<file path="src/rtl/rle_video_stream_pkg.sv">
// Shared types and word-field helpers for the run-length video decoder.
package rle_video_pkg;

    typedef enum logic [1:0] {IDLE, FILL, RUN} state_t;

    localparam int ERR_UNDERRUN = 0;
    localparam int ERR_DESYNC   = 1;

    // Words are passed widened to 64 bits so one helper serves any RUN_W/COLOUR_W.
    function automatic logic [31:0] word_run(input logic [63:0] word, input int run_w,
                                             input int colour_w);
        logic [63:0] mask;
        mask = (64'd1 << run_w) - 64'd1;
        return 32'((word >> colour_w) & mask);
    endfunction

    function automatic logic [31:0] word_colour(input logic [63:0] word, input int colour_w);
        logic [63:0] mask;
        mask = (64'd1 << colour_w) - 64'd1;
        return 32'(word & mask);
    endfunction

endpackage

</file>
<file path="src/rtl/rle_video_stream_fifo.sv">
// Synchronous prefetch FIFO with flush; pointers wrap naturally (DEPTH is a power of two).
module rle_fifo #(
    parameter int WIDTH = 16,
    parameter int DEPTH = 4
) (
    input  logic                     clk,
    input  logic                     rst,
    input  logic                     flush,
    input  logic                     push,
    input  logic                     pop,
    input  logic [WIDTH-1:0]         wr_data,
    output logic [WIDTH-1:0]         rd_data,
    output logic                     full,
    output logic                     empty,
    output logic [$clog2(DEPTH):0]   level
);
    localparam int AW = $clog2(DEPTH);

    logic [WIDTH-1:0] mem [DEPTH];
    logic [AW-1:0]    wr_ptr;
    logic [AW-1:0]    rd_ptr;
    logic [AW:0]      count;
    logic             do_push;
    logic             do_pop;

    assign full    = (count == (AW+1)'(DEPTH));
    assign empty   = (count == '0);
    assign level   = count;
    assign rd_data = mem[rd_ptr];
    assign do_push = push && !full;
    assign do_pop  = pop && !empty;

    always_ff @(posedge clk) begin
        if (rst || flush) begin
            wr_ptr <= '0;
            rd_ptr <= '0;
            count  <= '0;
        end else begin
            if (do_push) wr_ptr <= wr_ptr + 1'b1;
            if (do_pop)  rd_ptr <= rd_ptr + 1'b1;
            unique case ({do_push, do_pop})
                2'b10:   count <= count + 1'b1;
                2'b01:   count <= count - 1'b1;
                default: count <= count;
            endcase
        end
    end

    always_ff @(posedge clk) begin
        if (do_push) mem[wr_ptr] <= wr_data;
    end

endmodule

</file>
<file path="src/rtl/rle_video_stream.sv">
// Run-length video decoder: prefetch FIFO feeding a per-pixel colour FSM with sticky error flags.
module rle_video_stream
    import rle_video_pkg::*;
#(
    parameter int                   COLOUR_W        = 6,
    parameter int                   RUN_W           = 10,
    parameter int                   DEPTH           = 4,
    parameter logic [COLOUR_W-1:0]  UNDERRUN_COLOUR = '0
) (
    input  logic                        clk,
    input  logic                        rst,
    input  logic [RUN_W+COLOUR_W-1:0]   in_data,
    input  logic                        in_valid,
    output logic                        in_ready,
    output logic                        stop_data,
    input  logic                        next_frame,
    input  logic                        next_pixel,
    output logic [COLOUR_W-1:0]         colour,
    output logic [$clog2(DEPTH):0]      fifo_level,
    output logic [1:0]                  err
);
    localparam int WORD_W = RUN_W + COLOUR_W;

    state_t              state;
    logic [RUN_W-1:0]    run_cnt;
    logic [WORD_W-1:0]   head;
    logic [RUN_W-1:0]    head_run;
    logic [COLOUR_W-1:0] head_colour;
    logic                fifo_full;
    logic                fifo_empty;
    logic                push;
    logic                pop;

    assign in_ready    = (state != IDLE) && !fifo_full;
    assign stop_data   = (state == IDLE);
    assign push        = in_valid && in_ready;
    assign head_run    = RUN_W'(word_run(64'(head), RUN_W, COLOUR_W));
    assign head_colour = COLOUR_W'(word_colour(64'(head), COLOUR_W));

    rle_fifo #(
        .WIDTH (WORD_W),
        .DEPTH (DEPTH)
    ) u_fifo (
        .clk     (clk),
        .rst     (rst),
        .flush   (state == IDLE),
        .push    (push),
        .pop     (pop),
        .wr_data (in_data),
        .rd_data (head),
        .full    (fifo_full),
        .empty   (fifo_empty),
        .level   (fifo_level)
    );

    // A desync next_frame in RUN suppresses the pixel pop of the same cycle.
    always_comb begin
        pop = 1'b0;
        unique case (state)
            FILL:    pop = next_frame && !fifo_empty;
            RUN:     pop = next_pixel && !next_frame && (run_cnt == RUN_W'(1)) && !fifo_empty;
            default: pop = 1'b0;
        endcase
    end

    always_ff @(posedge clk) begin
        if (rst) begin
            state   <= IDLE;
            run_cnt <= '0;
            colour  <= '0;
            err     <= '0;
        end else begin
            unique case (state)
                IDLE: begin
                    colour <= '0;
                    state  <= FILL;
                end
                FILL: begin
                    if (next_frame) begin
                        if (fifo_empty) begin
                            err[ERR_UNDERRUN] <= 1'b1;
                        end else if (head_run == '0) begin
                            colour <= '0;
                            state  <= IDLE;
                        end else begin
                            run_cnt <= head_run;
                            colour  <= head_colour;
                            state   <= RUN;
                        end
                    end
                end
                RUN: begin
                    if (next_frame) begin
                        err[ERR_DESYNC] <= 1'b1;
                        state           <= IDLE;
                    end else if (next_pixel) begin
                        if (run_cnt > RUN_W'(1)) begin
                            run_cnt <= run_cnt - 1'b1;
                        end else if (fifo_empty) begin
                            colour            <= UNDERRUN_COLOUR;
                            err[ERR_UNDERRUN] <= 1'b1;
                        end else if (head_run == '0) begin
                            colour <= '0;
                            state  <= IDLE;
                        end else begin
                            run_cnt <= head_run;
                            colour  <= head_colour;
                        end
                    end
                end
                default: state <= IDLE;
            endcase
        end
    end

endmodule

</file>
<file path="config.mk">
export PLATFORM = sky130hd
export DESIGN_NAME = rle_video_stream
export DESIGN_NICKNAME = d
export VERILOG_FILES = /design/src/rtl/rle_video_stream_pkg.sv /design/src/rtl/rle_video_stream_fifo.sv /design/src/rtl/rle_video_stream.sv
export SDC_FILE = /design/constraint.sdc
export NUM_CORES = 1
export LEC_CHECK = 0
export BUFFER_PORTS_ARGS = -buffer_cell sky130_fd_sc_hd__buf_2
export CAP_MARGIN = 20
export CELL_PAD_IN_SITES_DETAIL_PLACEMENT = 0
export CELL_PAD_IN_SITES_GLOBAL_PLACEMENT = 1
export CORE_MARGIN = 1.5
export CORE_UTILIZATION = 44
export DETAILED_ROUTE_END_ITERATION = 10
export PLACE_DENSITY = 0.77
export SLEW_MARGIN = 10
export SYNTH_ARGS = -nofsm -noshare
export SYNTH_HDL_FRONTEND = slang
export SYNTH_SLANG_ARGS = --single-unit
</file>
<file path="constraint.sdc">
create_clock -name clk -period 2.4 [get_ports clk]
set_input_delay 0.24 -clock clk [delete_from_list [all_inputs] [get_ports clk]]
set_output_delay 0.24 -clock clk [all_outputs]
set_load 0.005 [all_outputs]
</file>
# After elaboration in Yosys (flattened, before gate mapping)

Memories as Yosys holds them, arrays and structs flattened. A register that Yosys moved wholly into a read port is not among the register bits.
Index checks and enable logic that the tools add are counted.

Multiply operators: 0
Bitwise operators: 0
Eq/ne operators: 15
Muxes and demuxes: 36
Divide/modulo/power cells: 0
Reduce and logical (&&, ||, !) cells: 24
Shift operators: 0
Add/subtract/negate cells: 5
Magnitude comparators: 1

Operator list:

| cell                    | count |
|---|---|
| $mux W10                | 6 |
| $mux W6                 | 7 |
| $mux W2                 | 10 |
| $pmux W10 S2            | 1 |
| $pmux W6 S3             | 1 |
| $ne A3 B3 Y1 const B    | 4 |
| $reduce_and A6 Y1       | 2 |
| $eq A10 B1 Y1 const B   | 1 |
| $gt A10 B1 Y1 const B   | 1 |
| $logic_not A10 Y1       | 1 |
| $ne A2 B2 Y1 const B    | 5 |
| $sub A10 B1 Y10 const B | 1 |
| $logic_and A1 B1 Y1     | 8 |
| $mux W1                 | 7 |
| $pmux W2 S3             | 1 |
| $pmux W3 S2             | 1 |
| $reduce_bool A2 Y1      | 3 |
| $reduce_and A5 Y1       | 1 |
| $add A2 B1 Y2 const B   | 2 |
| $eq A2 B1 Y1 const B    | 2 |
| $eq A2 B2 Y1 const B    | 2 |
| $pmux W1 S2             | 2 |
| $reduce_and A4 Y1       | 1 |
| $add A3 B1 Y3 const B   | 1 |
| 8 further kinds         | 10 |

Output and inout bits: 13
Memories: 1
Bits in writable memories: 64
Flip-flop bits (word level): 27
Bits in latches: 0
Word-level logic and storage cells: 90
Input bits: 21
Bits in read-only memories: 0

Memory list:

| name       | words | width | read ports | clocked after memory_dff | wr ports | RTL line                    | RTL |
|---|---|---|---|---|---|---|---|
| u_fifo.mem | 4     | 16    | 1          | 1                        | 1        | rle_video_stream_fifo.sv:19 | `logic [WIDTH-1:0] mem [DEPTH];` |

# Logic depth before layout (Yosys ltp)

Gate-level depths: netlist of run 1.

Depth in word-level cells: 8
Mapped depth: 12
Mapped depth without buffers: 11

# Modules after synthesis

From an unflattened synthesis of run 1, not the netlist that was laid out.

Cells, all modules: 301
Area, all modules: 4140.2 um2

Modules (own cells, without submodules):

| module           | area each (um2) | times used | sequential area each (um2) | cells an instance |
|---|---|---|---|---|
| rle_fifo         | 2803.9          | 1          | 2102.0                     | 140 |
| rle_video_stream | 1336.3          | 1          | 400.4                      | 161 |

# Worst setup path after synthesis of run 1

Ideal clock, no wire load.

Kind: register -> register
From: register (tool-made name)
To: register state[1]
Library setup time: 0.115 ns
Stages on the path, launching flop included: 9
Buffers on the path: 3
Setup slack: -0.259 ns
Data required time: 2.285 ns
Clock period less this slack: 2.659 ns
Data arrival time: 2.543 ns
Cell sequence: dfxtp_1 clkbuf_1 buf_1 mux4_2 or4_4 or3_4 buf_6 and4_1 a31o_1

RTL lines:

| item                 | RTL line               | RTL |
|---|---|---|
| end signal, assigned | rle_video_stream.sv:68 | `state <= IDLE;` |
| end signal, assigned | rle_video_stream.sv:76 | `state <= FILL;` |
| end signal, assigned | rle_video_stream.sv:84 | `state <= IDLE;` |
| end, declared        | rle_video_stream.sv:24 | `state_t state;` |

==> results of run 1 <==
## registers in the layout (all words and copies together), names as in the netlist, named ones only
signal and cells:
u_fifo.mem 64, run_cnt 10, colour 6, u_fifo.level 3, err 2, state 2, u_fifo.rd_ptr 2, u_fifo.wr_ptr 2
## where the power goes
group,internal [mW],total [mW],switching (mW)
Combinational,0.482,1.11,0.629
Sequential,1.85,1.91,0.0589
Clock,0.509,1.09,0.581
## metrics by stage
stage / util (%) / power (mW) / cells / cell area, um^2
after detailed placement: 51.5 / 3.01 / 494 / 4760
final: 55.3 / 4.11 / 515 / 5110
after global routing: 55.3 / 4.33 / 515 / 5110
after CTS: 54.1 / 4.11 / 511 / 4990
after global placement: 51.5 / 3.00 / 494 / 4760
after floorplan: - / 2.58 / 309 / 4200
## final cells by class
type,count,area [um^2]
Multi-Input combinational cell,186,1640
Inverter,16,60.1
Fill cell,764,4130
Timing Repair Buffer,75,529
Sequential cell,93,2510
Clock inverter,7,88.8
Tap cell,129,161
Clock buffer,9,124
## Yosys cell counts (2+ instances only)
master | n | share of area (%)
edfxtp_1 | 64 | 46
clkbuf_1 | 10 | 0.90
a211oi_1 | 2 | 0.36
o211a_1 | 2 | 0.48
xor2_1 | 3 | 0.63
inv_1 | 16 | 1.4
or4_4 | 2 | 0.54
o31ai_1 | 5 | 0.90
or2_2 | 2 | 0.30
nand3_1 | 2 | 0.24
nor4_1 | 4 | 0.60
nand4b_1 | 6 | 1.3
xnor2_1 | 4 | 0.84
mux2i_1 | 6 | 1.4
mux4_2 | 15 | 8.1
dfxtp_1 | 29 | 14
or3_1 | 4 | 0.60
a21oi_1 | 21 | 2.5
a32o_1 | 2 | 0.48
buf_6 | 2 | 0.54
nand2b_1 | 3 | 0.45
a31oi_1 | 3 | 0.45
nand2_1 | 19 | 1.7
and3_1 | 8 | 1.2
nand4_1 | 3 | 0.45
nor3_1 | 5 | 0.60
o21ai_0 | 10 | 1.2
or4_1 | 3 | 0.54
ha_1 | 11 | 3.3
nor4b_1 | 2 | 0.42
nor2_1 | 18 | 1.6
## worst register-to-register path: stages, from the launching register on
cell and delay (ns):
dfxtp_2 0.37, buf_6 0.12, mux4_2 0.52, or4_4 0.58, or3_4 0.43, and4_1 0.19, a31o_1 0.18
## worst paths after layout
kind                            slack, ns  cells past startpoint               end        from
worst max-delay path                -0.09                      6          state[1]   flip-flop
worst min-delay path                 0.09                      1  u_fifo.mem[0][3]  in_data[3]
worst max register to register      -0.09                      6          state[1]   flip-flop
worst min register to register       0.47                      2         colour[0]   colour[0]
## repair_timing
action | 4_1_cts | 5_1_grt
setup endpoints to repair | 15 | 20
setup buffers | 1 | 4
pin swaps | 7 | 18
resized for setup | 4 | 23
## metal layers
metal	vias up	wire [um]	GRT usage, %
met3	10	296	3.12
li1	1339	-	-
met2	58	4250	30.6
met5	-	0	0
met1	1366	3980	25.0
met4	0	106	5.31
## cell families after synthesis
family          after synthesis
flops                        93
simple gates                 90
xor+xnor                      7
buf+inv                      30
compound gates               55
mux                          22
fa+ha+maj                    12
==> flow_metrics.py, run 1 <==
metrics = {
    "outcome": {
        "status": "complete, but fails checks",
        "violations": "setup timing",
    },
    "setup_path": {
        "cp_slowest_cell": "or4_4",
        "worstSetupEndpointType": "flip-flop",
        "worst-setup-path-type": "flip-flop to flip-flop",
        "worst-path-buf-inv": 1,
        "critPathArrivalTime_ns": 2.75,
        "critPathTopFamily": "simple AND/OR/NAND/NOR gates",
        "cp.required_ns": 2.65,
        "slowest_delay_ns": 0.58,
        "cp_cell_sequence": "buf_6, mux4_2, or4_4, or3_4, and4_1, a31o_1",
        "path_max_fanout": 5,
        "crit_path_start_kind": "flip-flop",
    },
    "die": {
        "core_um2": 9240,
        "placementRows": 35,
        "die_w_um": 101,
        "die_h_um": 101,
        "start_util_pct": 45.3,
        "io_pins": 34,
        "die-area_um2": 10100,
    },
    "timing": {
        "rsz0062_at_grt": "yes",
        "relSlewSlack_pct": 67.0,
        "period_needed_ns": 2.49,
        "finalClockSkew_ns": 0.0176,
        "finalSetupTns_ns": -0.679,
        "finalCritPeriodShare_pct": 104,
        "slew_violations": 0,
        "worst_pin_slew_ns": 0.496,
        "setup_viol": 16,
        "whs_ns": 0.0911,
        "fin_ws_ns": -0.0934,
        "hold_viol": 0,
        "max_freq_ghz": 0.401,
    },
    "route": {
        "drt-total-wl_um": 8640,
        "drc_errors": 0,
        "firstDrtPassIters": 4,
        "drtIter0Drc": 132,
        "wl_per_cell_um": 16.8,
        "viasPerCell": 5.38,
        "vias": 2773,
        "ant_nets": 0,
    },
    "logic_synthesis": {
        "netlist_instances": 309,
        "synth_cell_types": 54,
        "synth_xor_area_share_pct": 1.46,
        "syn_area_um2": 4190,
        "synthesis.nets": 342,
        "avgSynthCellArea_um2": 13.6,
        "ys_seq_area_share_pct": 59.7,
        "yosys.area_share.simple_pct": 12.7,
        "ys_ff_latch": 93,
        "async_flop_share_pct": 0,
        "synth_top_family_by_area": "simple AND/OR/NAND/NOR gates",
        "yosysWarnings": 0,
        "synth_fa_ha_area_share_pct": 3.76,
        "synth_compound_area_share_pct": 8.81,
        "muxShareOfSynthArea_pct": 10.1,
        "synth_ff_type": "edfxtp_1",
        "synth_edf_count": 64,
    },
    "pwr": {
        "peakVddDrop_v": 0.000537,
        "power.density_nw_per_um2": 804,
        "power_leakage_nw": 1.84,
    },
    "layout": {
        "drive_gt1_share_pct": 35.0,
        "antenna_cells": 0,
        "layout_commonest_cell": "edfxtp_1",
        "nets": 414,
        "final_cell_mix": "64 x edfxtp_1, 36 x buf_4, 33 x buf_2",
        "area_delta_synth_final_pct": 22.0,
    },
    "global_routing": {
        "overflow": 0,
        "grt_max_degree": 23,
        "grt_usage_pct": 18.4,
        "grt_pass1_wl_um": 14100,
        "antenna_found_initial": 0,
        "grt_pass1_vias": 2776,
    },
    "clock_network": {
        "numCtsBuffers": 9,
        "path_clk_slew_ns": 0.10,
        "cts-root-buf": "clkbuf_8",
        "cts_tree": "yes",
        "clock_path_buffers": 2,
        "cts_hold_buf": 0,
        "numClockSinks": 93,
        "clkLatencyLatePin_ns": 0.36,
        "htreeDepth": 3,
    },
    "placement": {
        "dp_slack_ns": -0.104,
        "place_congestion": 0.832,
        "dp_hpwl_um": 6100,
        "io_buffers": 33,
    },
    "hold_path": {
        "worstHoldPathType": "input pin to flip-flop",
    },
    "job": {
        "maxCapViolations": 0,
    },
}
(Power assumes the default switching activity.)
==> run 2: changes to the inputs <==
--- a/config.mk
+++ b/config.mk
@@ -10,9 +10,10 @@
 export CELL_PAD_IN_SITES_DETAIL_PLACEMENT = 0
 export CELL_PAD_IN_SITES_GLOBAL_PLACEMENT = 1
 export CORE_MARGIN = 1.5
-export CORE_UTILIZATION = 44
+export CORE_UTILIZATION = 46
+export CTS_BUF_LIST = sky130_fd_sc_hd__clkbuf_8
 export DETAILED_ROUTE_END_ITERATION = 10
-export PLACE_DENSITY = 0.77
+export PLACE_DENSITY = 0.8
 export SLEW_MARGIN = 10
 export SYNTH_ARGS = -nofsm -noshare
 export SYNTH_HDL_FRONTEND = slang
==> run 2 against run 1 <==
Compared with the run above:
- sequential cell count stayed put
- power down 0.72%
- hold slack lost 0.0030 ns
- sequential share of layout area rose by 0.88 points
- combinational power is 5% higher
- clock power shrank 6%
- fmax increased by 1.1%
- the flow still finishes with violations (setup timing)
- highest routed layer unchanged
- final area fell by 1.8%
==> flow_metrics.py, run 2 (synthesis results as in run 1) <==
metrics = {
    "outcome": {
        "status": "complete, but fails checks",
        "violations": "setup timing",
    },
    "clock_network": {
        "clkLatencyLatePin_ns": 0.36,
        "cts-root-buf": "clkbuf_8",
        "numCtsBuffers": 9,
        "htreeDepth": 3,
        "path_clk_slew_ns": 0.10,
        "numClockSinks": 93,
        "cts_tree": "yes",
        "clock_path_buffers": 2,
    },
    "setup_path": {
        "cp.required_ns": 2.66,
        "worstSetupEndpointType": "flip-flop",
        "path_max_fanout": 5,
        "reg2reg_to": "state[1]",
        "r2r_cells": 6,
        "crit_path_start_kind": "flip-flop",
        "setup.worst_path.end": "state[1]",
        "critPathArrivalTime_ns": 2.72,
        "r2r_setup_slack_ns": -0.07,
        "worst-setup-path-type": "flip-flop to flip-flop",
    },
    "global_routing": {
        "grt_pass1_vias": 2740,
        "grt_usage_pct": 18.3,
        "grt_pass1_wl_um": 13700,
        "overflow": 0,
        "grt_max_degree": 23,
        "antenna_found_initial": 0,
    },
    "placement": {
        "io_buffers": 33,
        "dp_hpwl_um": 6170,
        "dp_slack_ns": -0.0993,
        "place_congestion": 0.883,
    },
    "timing": {
        "max_freq_ghz": 0.406,
        "worst_pin_slew_ns": 0.562,
        "rsz0062_at_grt": "yes",
        "hold_viol": 0,
        "fin_ws_ns": -0.0659,
        "finalCritPeriodShare_pct": 103,
        "period_needed_ns": 2.47,
        "setup_viol": 9,
        "relSlewSlack_pct": 62.4,
        "finalClockSkew_ns": 0.00980,
        "slew_violations": 0,
    },
    "die": {
        "placementRows": 34,
        "io_pins": 34,
        "die-area_um2": 9690,
        "die_w_um": 98.4,
        "start_util_pct": 47.8,
        "core_um2": 8760,
        "die_h_um": 98.4,
    },
    "layout": {
        "area_delta_synth_final_pct": 19.9,
        "fillers": 716,
        "drive_gt1_share_pct": 33.2,
        "nets": 417,
        "layout_commonest_cell": "edfxtp_1",
        "largest_reg_flops": 64,
        "largestRegisters": "u_fifo.mem (64), run_cnt (10), colour (6)",
        "multi_input_area_um2": 1590,
        "final_cell_mix": "64 x edfxtp_1, 40 x buf_4, 33 x buf_2",
        "register_area_um2": 2510,
        "top_register": "u_fifo.mem",
        "antenna_cells": 0,
    },
    "route": {
        "vias": 2791,
        "drtIter0Drc": 126,
        "drc_errors": 0,
        "ant_nets": 0,
        "firstDrtPassIters": 4,
        "wl_per_cell_um": 17.4,
        "drt-total-wl_um": 8640,
        "viasPerCell": 5.62,
    },
    "pwr": {
        "seq_power_share_pct": 46.6,
        "power_leakage_nw": 1.83,
        "p_clk_share_pct": 24.9,
        "combPwrFrac_pct": 28.5,
        "power.internal_mw": 2.77,
        "finalPower_mw": 4.08,
        "swShare_pct": 32.0,
        "p_switching_mw": 1.31,
        "power.density_nw_per_um2": 812,
        "peakVddDrop_v": 0.000434,
    },
    "job": {
        "maxCapViolations": 0,
    },
    "hold_path": {
        "worstHoldPathType": "input pin to flip-flop",
    },
}
run 2: cell count changes in the layout (fill, tap and decap cells not counted), sizes merged:
cell / previous run / this run
buf: 75 / 78
bufinv: 1 / 0
clkinv: 1 / 2
run 2: how the worst min path moves through the flow:
| stage | from | endpoint | cells after the start |
|---|---|---|---|
| detailed placement | colour[2] | colour[2] | 2 |
| finish | in_data[13] | u_fifo.mem[1][13] | 1 |
| global route | in_data[10] | u_fifo.mem[1][10] | 1 |
| floorplan | in_data[0] | u_fifo.mem[0][0] | 0 |
| global placement | colour[5] | colour[5] | 2 |
| CTS | in_data[10] | u_fifo.mem[1][10] | 1 |
run 2: power groups by stage:
stage	Clock, mW	Sequential (mW)	Combinational (mW)
floorplan	0	1.93	0.646
global placement	0	1.93	1.11
detailed placement	0	1.94	1.12
CTS	1.05	1.90	1.15
global route	1.11	1.91	1.26
finish	1.02	1.90	1.16
run 2: layout make-up:
| class | instances | area share [%] |
|---|---|---|
| repair buffers | 78 | 10.7 |
| clock buffers | 9 | 2.47 |
| multi-input cells | 186 | 31.6 |
| clock inverters | 7 | 1.44 |
| inverters | 16 | 1.20 |
| well taps | 108 | 2.69 |
| flip-flops and latches | 93 | 49.9 |
run 2: critical path, stage by stage (launching register included):
cell	delay, ns
dfxtp_2	0.35
buf_6	0.12
mux4_2	0.52
or4_4	0.58
or3_4	0.42
and4_1	0.19
a31o_1	0.18
run 2: per-layer routing:
layer | track usage [%] | part of all wire, % | vias to the layer above
met3 | 2.91 | 4.7 | 15
met4 | 7.04 | 1.9 | 0
met5 | 0 | 0 | -
met2 | 30.2 | 48 | 64
li1 | - | - | 1344
met1 | 24.6 | 45 | 1368
run 2: timing repair:
item,4_1_cts,5_1_grt
resized for setup,11,4
pin swaps,15,8
hold buffers,0,0
endpoints found under the setup margin,13,18
buffers inserted,1,3
run 2: per-stage QoR:
step	util [%]	cells	hold slack [ns]	TNS, ns	cell area [um^2]
2_1_floorplan	-	309	0.339	-0.113	4200
3_3_place_gp	54.2	477	0.445	-0.189	4750
3_5_place_dp	54.2	477	0.451	-0.699	4750
4_1_cts	56.9	494	0.0742	-0.681	4990
5_1_grt	57.3	497	0.0803	-1.06	5020
6_report	57.3	497	0.0881	-0.205	5020
